File: config.mk
export PLATFORM = sky130hd
export DESIGN_NAME = rx_frame_release_ctrl_flat
export DESIGN_NICKNAME = d
export VERILOG_FILES = /design/src/rtl/rx_frame_release_ctrl_if.sv /design/src/rtl/rx_frame_release_ctrl.sv /design/src/flat_wrapper.sv
export SDC_FILE = /design/constraint.sdc
export NUM_CORES = 1
export LEC_CHECK = 0
export ABC_AREA = 1
export BUFFER_PORTS_ARGS = -buffer_cell sky130_fd_sc_hd__buf_2
export CAP_MARGIN = 40
export CORE_AREA = 2 2 135 85
export DETAILED_ROUTE_END_ITERATION = 16
export DIE_AREA = 0 0 137 87
export HOLD_SLACK_MARGIN = 0.08
export PLACE_DENSITY_LB_ADDON = 0.12
export SYNTH_ARGS = -nofsm -noshare
export SYNTH_HDL_FRONTEND = slang
export SYNTH_SLANG_ARGS = --single-unit
File: constraint.sdc
create_clock -name rxclk -period 2.4 [get_ports rxclk]
set_input_delay 0.12 -clock rxclk [delete_from_list [all_inputs] [get_ports rxclk]]
set_output_delay 0.12 -clock rxclk [all_outputs]
set_load 0.05 [all_outputs]
File: src/rtl/rx_frame_release_ctrl_if.sv
// Handshake bundle between the rx engine / data FIFO and the frame release controller.
// master = rx engine and FIFO side, slave = rx_frame_release_ctrl.
interface rx_frame_release_ctrl_if;
  logic fifo_wr_en;
  logic frame_end;
  logic crc_done;
  logic crc_good;
  logic fifo_empty;
  logic fifo_rd_en;
  logic rx_out_valid;
  logic rx_good_frame;
  logic rx_bad_frame;
  logic desc_full;
  logic rx_overflow;

  modport master (
    output fifo_wr_en, frame_end, crc_done, crc_good, fifo_empty,
    input  fifo_rd_en, rx_out_valid, rx_good_frame, rx_bad_frame, desc_full, rx_overflow
  );

  modport slave (
    input  fifo_wr_en, frame_end, crc_done, crc_good, fifo_empty,
    output fifo_rd_en, rx_out_valid, rx_good_frame, rx_bad_frame, desc_full, rx_overflow
  );
endinterface

File: src/rtl/rx_frame_release_ctrl.sv
// Pairs each frame's word count with its CRC verdict and drains the data FIFO frame by frame.
// Optional macro RX_DROP_BAD_EN: bad frames are read out silently (no rx_out_valid).
module rx_frame_release_ctrl #(
  parameter int unsigned LEN_W   = 11,
  parameter int unsigned DESC_AW = 2
) (
  input logic                    rxclk,
  input logic                    reset,
  rx_frame_release_ctrl_if.slave rx_io
);
  localparam int unsigned Depth = 1 << DESC_AW;
  localparam logic [LEN_W-1:0]   LenMax = '1;
  localparam logic [LEN_W-1:0]   LenOne = LEN_W'(1);
  localparam logic [DESC_AW-1:0] PtrOne = DESC_AW'(1);
  localparam logic [DESC_AW:0]   CntOne = {{DESC_AW{1'b0}}, 1'b1};

  typedef enum logic [1:0] {StIdle, StRead, StDrop} state_e;

  state_e             state_q;
  logic [LEN_W-1:0]   wcnt_q, wcnt_d, rem_q, frame_len;
  logic [LEN_W-1:0]   len_mem_q [Depth];
  logic [Depth-1:0]   stat_mem_q;
  logic [DESC_AW-1:0] len_wp_q, len_rp_q, stat_wp_q, stat_rp_q;
  logic [DESC_AW:0]   len_cnt_q, len_cnt_d, stat_cnt_q, stat_cnt_d;
  logic               cur_good_q, valid_q, good_frame_q, bad_frame_q, ovf_q, ovf_d;
  logic               wsat, len_full, len_push, stat_push, start, rd_en;

  always_comb begin
    wsat      = (wcnt_q == LenMax);
    frame_len = wsat ? LenMax : wcnt_q + LenOne;
    // Count never exceeds Depth, so the MSB is set only when the queue is full.
    len_full  = len_cnt_q[DESC_AW];
    len_push  = rx_io.frame_end && !len_full;
    // A verdict needs a frame that has no verdict yet, counting a length pushed this cycle.
    stat_push = rx_io.crc_done &&
                ({1'b0, stat_cnt_q} < ({1'b0, len_cnt_q} + {{(DESC_AW + 1){1'b0}}, len_push}));
    start     = (state_q == StIdle) && (len_cnt_q != '0) && (stat_cnt_q != '0);
    rd_en     = (state_q != StIdle) && !rx_io.fifo_empty;

    wcnt_d = wcnt_q;
    if (rx_io.frame_end) begin
      wcnt_d = '0;
    end else if (rx_io.fifo_wr_en && !wsat) begin
      wcnt_d = wcnt_q + LenOne;
    end

    ovf_d = ovf_q | (rx_io.frame_end && len_full) | (rx_io.crc_done && !stat_push) |
            (wsat && (rx_io.fifo_wr_en || rx_io.frame_end));

    len_cnt_d = len_cnt_q;
    if (len_push && !start) begin
      len_cnt_d = len_cnt_q + CntOne;
    end else if (!len_push && start) begin
      len_cnt_d = len_cnt_q - CntOne;
    end

    stat_cnt_d = stat_cnt_q;
    if (stat_push && !start) begin
      stat_cnt_d = stat_cnt_q + CntOne;
    end else if (!stat_push && start) begin
      stat_cnt_d = stat_cnt_q - CntOne;
    end
  end

  always_ff @(posedge rxclk or posedge reset) begin
    if (reset) begin
      wcnt_q     <= '0;
      ovf_q      <= 1'b0;
      len_wp_q   <= '0;
      len_rp_q   <= '0;
      len_cnt_q  <= '0;
      stat_wp_q  <= '0;
      stat_rp_q  <= '0;
      stat_cnt_q <= '0;
      stat_mem_q <= '0;
      for (int i = 0; i < Depth; i++) begin
        len_mem_q[i] <= '0;
      end
    end else begin
      wcnt_q     <= wcnt_d;
      ovf_q      <= ovf_d;
      len_cnt_q  <= len_cnt_d;
      stat_cnt_q <= stat_cnt_d;
      if (len_push) begin
        len_mem_q[len_wp_q] <= frame_len;
        len_wp_q            <= len_wp_q + PtrOne;
      end
      if (stat_push) begin
        stat_mem_q[stat_wp_q] <= rx_io.crc_good;
        stat_wp_q             <= stat_wp_q + PtrOne;
      end
      if (start) begin
        len_rp_q  <= len_rp_q + PtrOne;
        stat_rp_q <= stat_rp_q + PtrOne;
      end
    end
  end

  always_ff @(posedge rxclk or posedge reset) begin
    if (reset) begin
      state_q      <= StIdle;
      rem_q        <= '0;
      cur_good_q   <= 1'b0;
      valid_q      <= 1'b0;
      good_frame_q <= 1'b0;
      bad_frame_q  <= 1'b0;
    end else begin
      valid_q      <= rd_en && (state_q == StRead);
      good_frame_q <= 1'b0;
      bad_frame_q  <= 1'b0;
      unique case (state_q)
        StIdle: begin
          if (start) begin
            rem_q      <= len_mem_q[len_rp_q];
            cur_good_q <= stat_mem_q[stat_rp_q];
`ifdef RX_DROP_BAD_EN
            state_q    <= stat_mem_q[stat_rp_q] ? StRead : StDrop;
`else
            state_q    <= StRead;
`endif
          end
        end
        StRead: begin
          if (rd_en) begin
            rem_q <= rem_q - LenOne;
            if (rem_q == LenOne) begin
              state_q      <= StIdle;
              good_frame_q <= cur_good_q;
              bad_frame_q  <= !cur_good_q;
            end
          end
        end
        StDrop: begin
          if (rd_en) begin
            rem_q <= rem_q - LenOne;
            if (rem_q == LenOne) begin
              state_q     <= StIdle;
              bad_frame_q <= 1'b1;
            end
          end
        end
        default: state_q <= StIdle;
      endcase
    end
  end

  assign rx_io.fifo_rd_en    = rd_en;
  assign rx_io.rx_out_valid  = valid_q;
  assign rx_io.rx_good_frame = good_frame_q;
  assign rx_io.rx_bad_frame  = bad_frame_q;
  assign rx_io.desc_full     = len_full;
  assign rx_io.rx_overflow   = ovf_q;
endmodule

File: src/flat_wrapper.sv
// flat-port wrapper written by rule: the top's interface ports become plain ports
module rx_frame_release_ctrl_flat 
#(
  parameter int unsigned LEN_W   = 11,
  parameter int unsigned DESC_AW = 2
)
  (rxclk, reset, rx_io_fifo_wr_en, rx_io_frame_end, rx_io_crc_done, rx_io_crc_good, rx_io_fifo_empty, rx_io_fifo_rd_en, rx_io_rx_out_valid, rx_io_rx_good_frame, rx_io_rx_bad_frame, rx_io_desc_full, rx_io_rx_overflow);
  rx_frame_release_ctrl_if rx_io_i ();
  input logic rxclk;
  input logic reset;
  input wire logic [$bits(rx_io_i.fifo_wr_en)-1:0] rx_io_fifo_wr_en;
  input wire logic [$bits(rx_io_i.frame_end)-1:0] rx_io_frame_end;
  input wire logic [$bits(rx_io_i.crc_done)-1:0] rx_io_crc_done;
  input wire logic [$bits(rx_io_i.crc_good)-1:0] rx_io_crc_good;
  input wire logic [$bits(rx_io_i.fifo_empty)-1:0] rx_io_fifo_empty;
  output wire logic [$bits(rx_io_i.fifo_rd_en)-1:0] rx_io_fifo_rd_en;
  output wire logic [$bits(rx_io_i.rx_out_valid)-1:0] rx_io_rx_out_valid;
  output wire logic [$bits(rx_io_i.rx_good_frame)-1:0] rx_io_rx_good_frame;
  output wire logic [$bits(rx_io_i.rx_bad_frame)-1:0] rx_io_rx_bad_frame;
  output wire logic [$bits(rx_io_i.desc_full)-1:0] rx_io_desc_full;
  output wire logic [$bits(rx_io_i.rx_overflow)-1:0] rx_io_rx_overflow;
  assign rx_io_i.fifo_wr_en = rx_io_fifo_wr_en;
  assign rx_io_i.frame_end = rx_io_frame_end;
  assign rx_io_i.crc_done = rx_io_crc_done;
  assign rx_io_i.crc_good = rx_io_crc_good;
  assign rx_io_i.fifo_empty = rx_io_fifo_empty;
  assign rx_io_fifo_rd_en = rx_io_i.fifo_rd_en;
  assign rx_io_rx_out_valid = rx_io_i.rx_out_valid;
  assign rx_io_rx_good_frame = rx_io_i.rx_good_frame;
  assign rx_io_rx_bad_frame = rx_io_i.rx_bad_frame;
  assign rx_io_desc_full = rx_io_i.desc_full;
  assign rx_io_rx_overflow = rx_io_i.rx_overflow;
  rx_frame_release_ctrl #(.LEN_W(LEN_W), .DESC_AW(DESC_AW)) u_core (.rxclk(rxclk), .reset(reset), .rx_io(rx_io_i));
endmodule
==> results of run 1 <==
power groups by stage:
| stage | combinational [W] | clock, W | sequential (W) |
|---|---|---|---|
| final | 0.00280 | 0.00135 | 0.00217 |
| after global routing | 0.00317 | 0.00146 | 0.00222 |
| after CTS | 0.00261 | 0.00138 | 0.00216 |
| after detailed placement | 0.00251 | 0 | 0.00219 |
| after global placement | 0.00246 | 0 | 0.00217 |
| after floorplan | 0.00178 | 0 | 0.00215 |
through the flow:
step | hold WS, ps | total power (W) | util (%) | cell area [um2] | TNS, ps
6_report | 100 | 0.00632 | 50.2 | 5420 | -47.8
5_1_grt | 105 | 0.00685 | 50.2 | 5420 | -283
4_1_cts | 99.3 | 0.00615 | 49.5 | 5360 | -36.2
3_5_place_dp | 167 | 0.00470 | 46.5 | 5020 | -118
3_3_place_gp | 172 | 0.00463 | 46.5 | 5020 | -33.2
2_1_floorplan | 190 | 0.00393 | - | 4710 | -534
cell families after synthesis:
family	Yosys count	share of synthesized area, %
DFF	90	48.1
buffers and inverters	73	6.57
adders and majority gates	18	5.13
AOI/OAI and AO/OA	95	11.2
xor gates and xnor gates	19	3.55
and+or+nand+nor	275	25.1
muxes	2	0.480
cells in the mapped netlist (all sizes together) (5+ instances only):
cell,instances
nand3,15
buf,10
o211ai,5
ha,16
dfrtp,90
a21oi,21
clkbuf,7
nand4,10
xnor2,7
nor2,43
nand2,199
o21ai,62
inv,55
xor2,12
nor3,6
state kept, by name (all words and copies together) (netlist names), 2 cells and up:
signal,count
u_core.stat_wp_q,2
u_core.stat_rp_q,2
u_core.rem_q,11
u_core.stat_mem_q,4
u_core.stat_cnt_q,3
u_core.len_mem_q,44
u_core.len_rp_q,2
u_core.wcnt_q,11
u_core.len_wp_q,2
u_core.len_cnt_q,3
worst paths after layout:
| path | slack (ps) | from | endpoint | cells after the start |
|---|---|---|---|---|
| setup reg to reg | -50 | u_core.len_cnt_q[2]$_DFFE_PP0P_ | u_core.stat_cnt_q[1]$_DFFE_PP0P_ | 15 |
| setup / recovery | -50 | u_core.len_cnt_q[2]$_DFFE_PP0P_ | u_core.stat_cnt_q[1]$_DFFE_PP0P_ | 15 |
| max in group asynchronous | 1300 | reset | u_core.rem_q[9]$_DFFE_PP0P_ | 4 |
| hold / removal | 100 | rx_io_fifo_wr_en | u_core.wcnt_q[10]$_DFFE_PP0P_ | 3 |
| hold reg to reg | 440 | u_core.cur_good_q$_DFFE_PP0P_ | u_core.rx_io.rx_bad_frame$_DFF_PP0_ | 1 |
| min in group asynchronous | 350 | reset | u_core.rem_q[7]$_DFFE_PP0P_ | 3 |
what timing repair did:
item	in CTS	in global routing
setup buffers	4	5
endpoints found under the setup margin	2	2
hold endpoints to repair	23	0
hold buffers	3	0
resized for setup	0	6
pin swaps	5	7
layout by cell type (no fill, tap or decap), types with 2 or more instances in the layout:
cell type,synthesis,final
nor3_2,2,2
dfrtp_1,90,89
nand3_2,2,3
nand2_4,2,2
nand3_1,13,12
buf_2,5,12
nand2_2,10,11
a21oi_1,19,19
o21ai_0,46,46
ha_4,0,2
o21ai_1,14,14
o211ai_1,5,5
buf_4,3,32
ha_1,16,13
clkbuf_16,0,9
nor3_1,3,3
nand2_1,187,186
o21ai_2,2,2
o22ai_1,4,4
xnor2_1,7,7
xor2_1,12,12
inv_1,48,44
dlygate4sd3_1,0,3
clkinv_2,1,4
inv_2,7,9
nand4_1,9,9
nor2_1,42,42
layer usage:
| layer | up-vias | part of all wire (%) |
|---|---|---|
| li1 | 1908 | - |
| met1 | 1812 | 54 |
| met2 | 61 | 41 |
| met3 | 9 | 4.3 |
| met4 | 0 | 0.80 |
| met5 | - | 0 |
cell type report:
type	instances	share of cell area, %
clock buffers	10	4.22
clock inverters	4	0.830
inverters	56	4.01
multi-input cells	409	40.0
flip-flops and latches	90	41.5
well taps	144	3.32
repair buffers	47	6.09
critical path: stages (launching register included):
cell,delay (ps)
dfrtp_2,400
inv_2,60
nand3_2,70
inv_2,70
ha_4,200
inv_4,50
ha_4,190
nand2_2,50
nand2_2,70
nand2_4,70
nand2_4,50
nor2_4,100
ha_2,170
inv_2,50
fa_2,450
mux2_4,270
==> results.md, run 1 <==
- Outcome: finished with violations
- Failing checks: negative setup slack
- Total wire length: 10900 um
- Post-Synthesis Net Count: 597
- Synth top area cells: dfrtp_1 (48%), nand2_1 (15%), o21ai_0 (4.9%)
- Asr flop ratio synth: 100%
- Synthesized flop and latch total: 90
- Finish-stage setup viols: 1
- Grt total ovfl: 0
- Largest net degree at the start of global routing: 33
- Area of the mapped netlist: 4690 um2
- Filler Cell Count: 1062
- Post-route insts no fill: 760
- Clk pin slew, worst setup/hold paths: 60 ps
- Total of max-cap violations: 0
- Crit Path Max Fanout: 2
- Drt drc: 0
- Synth unique cells: 38
- Crit path DAT: 2670 ps
- Initial DRC Count: 237
- Post-synth EDFFs: 0
- CTS root buf: clkbuf_16
- Final ANT Viol Nets: 0
- Synthesis-to-finish area growth: 15.7%
- Total Die Area: 11900 um2
- Average size of a mapped cell: 8.19 um2
- Setup Skew: 4.41 ps
- Primary FF master, synth: dfrtp_1
- GPL Wtd Cong: 0.785
- M1 GR Usage: 31.1%
- Internal power: 0.00388 W
- Starting density of the core: 43.4%
- Antenna Cells: 0
- PD cells: 1160 nW/um2
- Comb power frac: 44.3%
- Post-DR wirelength/cell: 14.3 um
- Core Box Area: 10800 um2
- Maximum achievable frequency: 0.409 GHz
- Crit path kind: reg2reg
- Worst hold-check path type: in2reg
- Fin nets: 638
- Final Max Slew Viols: 0
- Chip Height: 87 um
- Flop pwr share: 34.4%
- Clock Latency Late Sink: 340 ps
- Minimum clock period: 2450 ps
- H-tree Lvls: 3
- GRT met3 Usage: 4.71%
- Initial DRT Pass Iterations: 5
- Vias per cell: 4.99
- Die X: 137 um
- Final period util: 102%
- Clock power frac: 21.4%
- Post-synth top area cell: dfrtp_1
- RSZ-0062 raised after global routing: yes
- Fin. Hold Viols: 0
- Vias in the first global route: 3713
- Row count: 30
- Setup WS post-layout: -47.8 ps
- Cell count after synthesis: 572
- DP Wirelength: 7810 um
- Pre-CTS WS: -80.4 ps
- Max VDD drop: 0.586 mV
- First-pass GRT wire length: 18800 um
- Reg area: 2250 um2
- Clock Sinks: 90
- Post-synthesis sequential area ratio: 48.1%
- GR Layer Usage met2: 30.5%
- Worst-margin pin slew: 702 ps
- Pleak: 2.72 nW
- # port buffers: 12
- Worst Path Required: 2630 ps
- CTS Buf Count: 9
- CP endpoint kind: flip-flop
- I/O pin count: 13
- Initial antenna violation count: 0
- NetSw: 0.00244 W
- Layout cells sized above 1: 16.6%
- Slew HR: 53.2%
- Grt peak-use layer: met1
- Sw Ratio: 38.5%
- Clock Path Buffers: 2
- Crit path launch type: flip-flop
- Via count: 3790
- Inst Count DP: 734
- Share of the synthesized area in the top cell type: 48.1%
- CTS tree: yes
- Total GRT Usage: 20.7%
- Area of the multi-input gates: 2170 um2
- Synthesis Warnings: 0
No activity file was read; power rests on OpenSTA's default activity.
==> run 2, diff against run 1 <==
- SETUP_SLACK_MARGIN: unset -> 0.5
==> run 2 against run 1 <==
Compared with the run above:
- the flow still finishes with violations (negative setup slack)
- utilization up 1.6 points
- wire length up 4.0%
- combinational power increased by 6%
- hold slack got worse by 8.9 ps
- sequential cell count is the same
- clock skew is 2.5 ps higher
- register-to-register slack gained 20 ps
- clock-buffer cell count increased by 1
- clock power rose by 9%
- maximum frequency up 0.73%
==> results.md, run 2 (synthesis gave the netlist of run 1 again) <==
- Vias per cell: 4.98
- I/O pin count: 13
- Worst Path Required: 2620 ps
- Post-DR wirelength/cell: 14.8 um
- Comb power frac: 44.9%
- Failing checks: negative setup slack
- Max reg flops: 44
- Clock Latency Late Sink: 340 ps
- Setup_tns: -45.0 ps
- Initial DRC Count: 272
- Core Box Area: 10800 um2
- Maximum achievable frequency: 0.412 GHz
- Clk pin slew, worst setup/hold paths: 70 ps
- Flop-to-flop setup slack: -30 ps
- H-tree Lvls: 3
- Total GRT Usage: 21.1%
- Clock power frac: 22.2%
- Crit Path Max Fanout: 2
- Hold_sp: rx_io_fifo_wr_en
- Final Core Density: 51.7%
- CP endpoint kind: flip-flop
- CTS tree: yes
- Final ANT Viol Nets: 0
- Slew HR: 61.3%
- PD cells: 1180 nW/um2
- Worst-margin pin slew: 575 ps
- DP Wirelength: 7760 um
- Most common cell after layout, fill and taps aside: nand2_1
- CTS Buf Count: 9
- CTS root buf: clkbuf_16
- CP endpoint: u_core.stat_cnt_q[1]$_DFFE_PP0P_
- Crit path launch type: flip-flop
- Hold WS: 91.6 ps
- # port buffers: 12
- Finished Cell Area: 5590 um2
- Reg area: 2250 um2
- Largest net degree at the start of global routing: 60
- Max VDD drop: 0.548 mV
- Layout cells sized above 1: 18.5%
- Finish-stage setup viols: 2
- FF-to-FF Start: u_core.len_cnt_q[0]$_DFFE_PP0P_
- Area of the multi-input gates: 2250 um2
- Outcome: finished with violations
- Antenna Cells: 0
- Crit path from: u_core.len_cnt_q[0]$_DFFE_PP0P_
- Pleak: 2.79 nW
- Setup Skew: 6.87 ps
- Setup WS post-layout: -30.1 ps
- R2R Path End: u_core.stat_cnt_q[1]$_DFFE_PP0P_
- Sw Ratio: 39.3%
- Clock Path Buffers: 2
- Drt drc: 0
- Final Max Slew Viols: 0
- Post-Place Cell Area: 5030 um2
- Crit path kind: reg2reg
- Clock Sinks: 90
- Row count: 30
- Total of max-cap violations: 0
- Crit path DAT: 2650 ps
- Worst path max stage delay: 420 ps
- Worst Reg-to-Reg Cells: 12
- Filler Cell Count: 1027
- First-pass GRT wire length: 19200 um
- Total Die Area: 11900 um2
- Initial antenna violation count: 0
- Largest registers: u_core.len_mem_q: 44 flops, u_core.rem_q: 11 flops, u_core.wcnt_q: 11 flops
- Total wire length: 11300 um
- Fin nets: 641
- NetSw: 0.00259 W
- Synthesis-to-finish area growth: 19.3%
- Critical-path top delay cell: dfrtp_1
- RSZ-0062 raised after global routing: yes
- GPL Wtd Cong: 0.854
- Final period util: 101%
- Chip Height: 87 um
- Flop pwr share: 32.8%
- Internal power: 0.00401 W
- Vias in the first global route: 3681
- Biggest register: u_core.len_mem_q
- Die X: 137 um
- Most frequent cells in the layout: nand2_1 (185), dfrtp_1 (88), o21ai_0 (45)
- Grt total ovfl: 0
- Worst hold-check path type: in2reg
- Minimum clock period: 2430 ps
- Crit path cell chain: nand3_4, inv_2, ha_4, xnor2_1, ha_1, nand2_4, nand2_4, nor2_4, ha_4, inv_2, fa_2, mux2_4
- Via count: 3808
- Fin. Hold Viols: 0
- Initial DRT Pass Iterations: 4
- Starting density of the core: 43.4%
==> run 2: cell type report <==
cell class | count | share of cell area, %
Sequential cell | 90 | 40.3
Multi-Input combinational cell | 409 | 40.2
Timing Repair Buffer | 50 | 6.67
Clock buffer | 11 | 4.52
Inverter | 56 | 3.92
Tap cell | 144 | 3.22
Clock inverter | 5 | 1.12
==> run 2: worst min-delay path by stage <==
stage,endpoint,slack [ps],depth (start not counted)
after global placement,u_core.rx_io.rx_out_valid$_DFF_PP0_,10,2
after floorplan,u_core.wcnt_q[10]$_DFFE_PP0P_,190,1
after global routing,u_core.wcnt_q[10]$_DFFE_PP0P_,100,3
after CTS,u_core.wcnt_q[10]$_DFFE_PP0P_,90,3
final,u_core.wcnt_q[10]$_DFFE_PP0P_,90,3
after detailed placement,u_core.rx_io.rx_out_valid$_DFF_PP0_,20,2
==> run 2: stage by stage <==
stage                     total power (W)  setup WS (ps)  std cells
after detailed placement          0.00475          -75.2        731
after floorplan                   0.00396           -268        572
after CTS                         0.00646          -10.0        756
after global placement            0.00467         -0.695        731
after global routing              0.00713           -144        765
final                             0.00660          -30.1        765
==> run 2: power groups by stage <==
stage	sequential [W]	clock, W	combinational, W
2_1_floorplan	0.00215	0	0.00181
3_3_place_gp	0.00217	0	0.00250
3_5_place_dp	0.00218	0	0.00257
4_1_cts	0.00216	0.00151	0.00279
5_1_grt	0.00221	0.00158	0.00334
6_report	0.00217	0.00147	0.00297
==> run 2: critical path: cells and delay by family (launching register included) <==
family / cells / cell delay, ps
multiplexers: 1 / 280
flip-flops: 1 / 420
adder cells (fa/ha/maj): 4 / 1050
buffers and inverters: 2 / 90
XOR/XNOR: 1 / 120
AND/OR/NAND/NOR: 4 / 360
==> run 2: per-layer routing <==
metal  track usage (%)  vias to the layer above  part of all wire, %
li1                  -                     1925                    -
met1              32.2                     1794                   53
met2              29.9                       81                   42
met3              4.54                        8                  4.6
met4              5.90                        0                  1.1
met5                 0                        -                    0
==> run 2: what timing repair did <==
item,in CTS,in global routing
gates resized for setup,17,9
cloned,0,0
hold endpoints to repair,94,0
hold buffers,3,0
pin swaps,13,13
buffers inserted,6,9
endpoints found under the setup margin,19,27
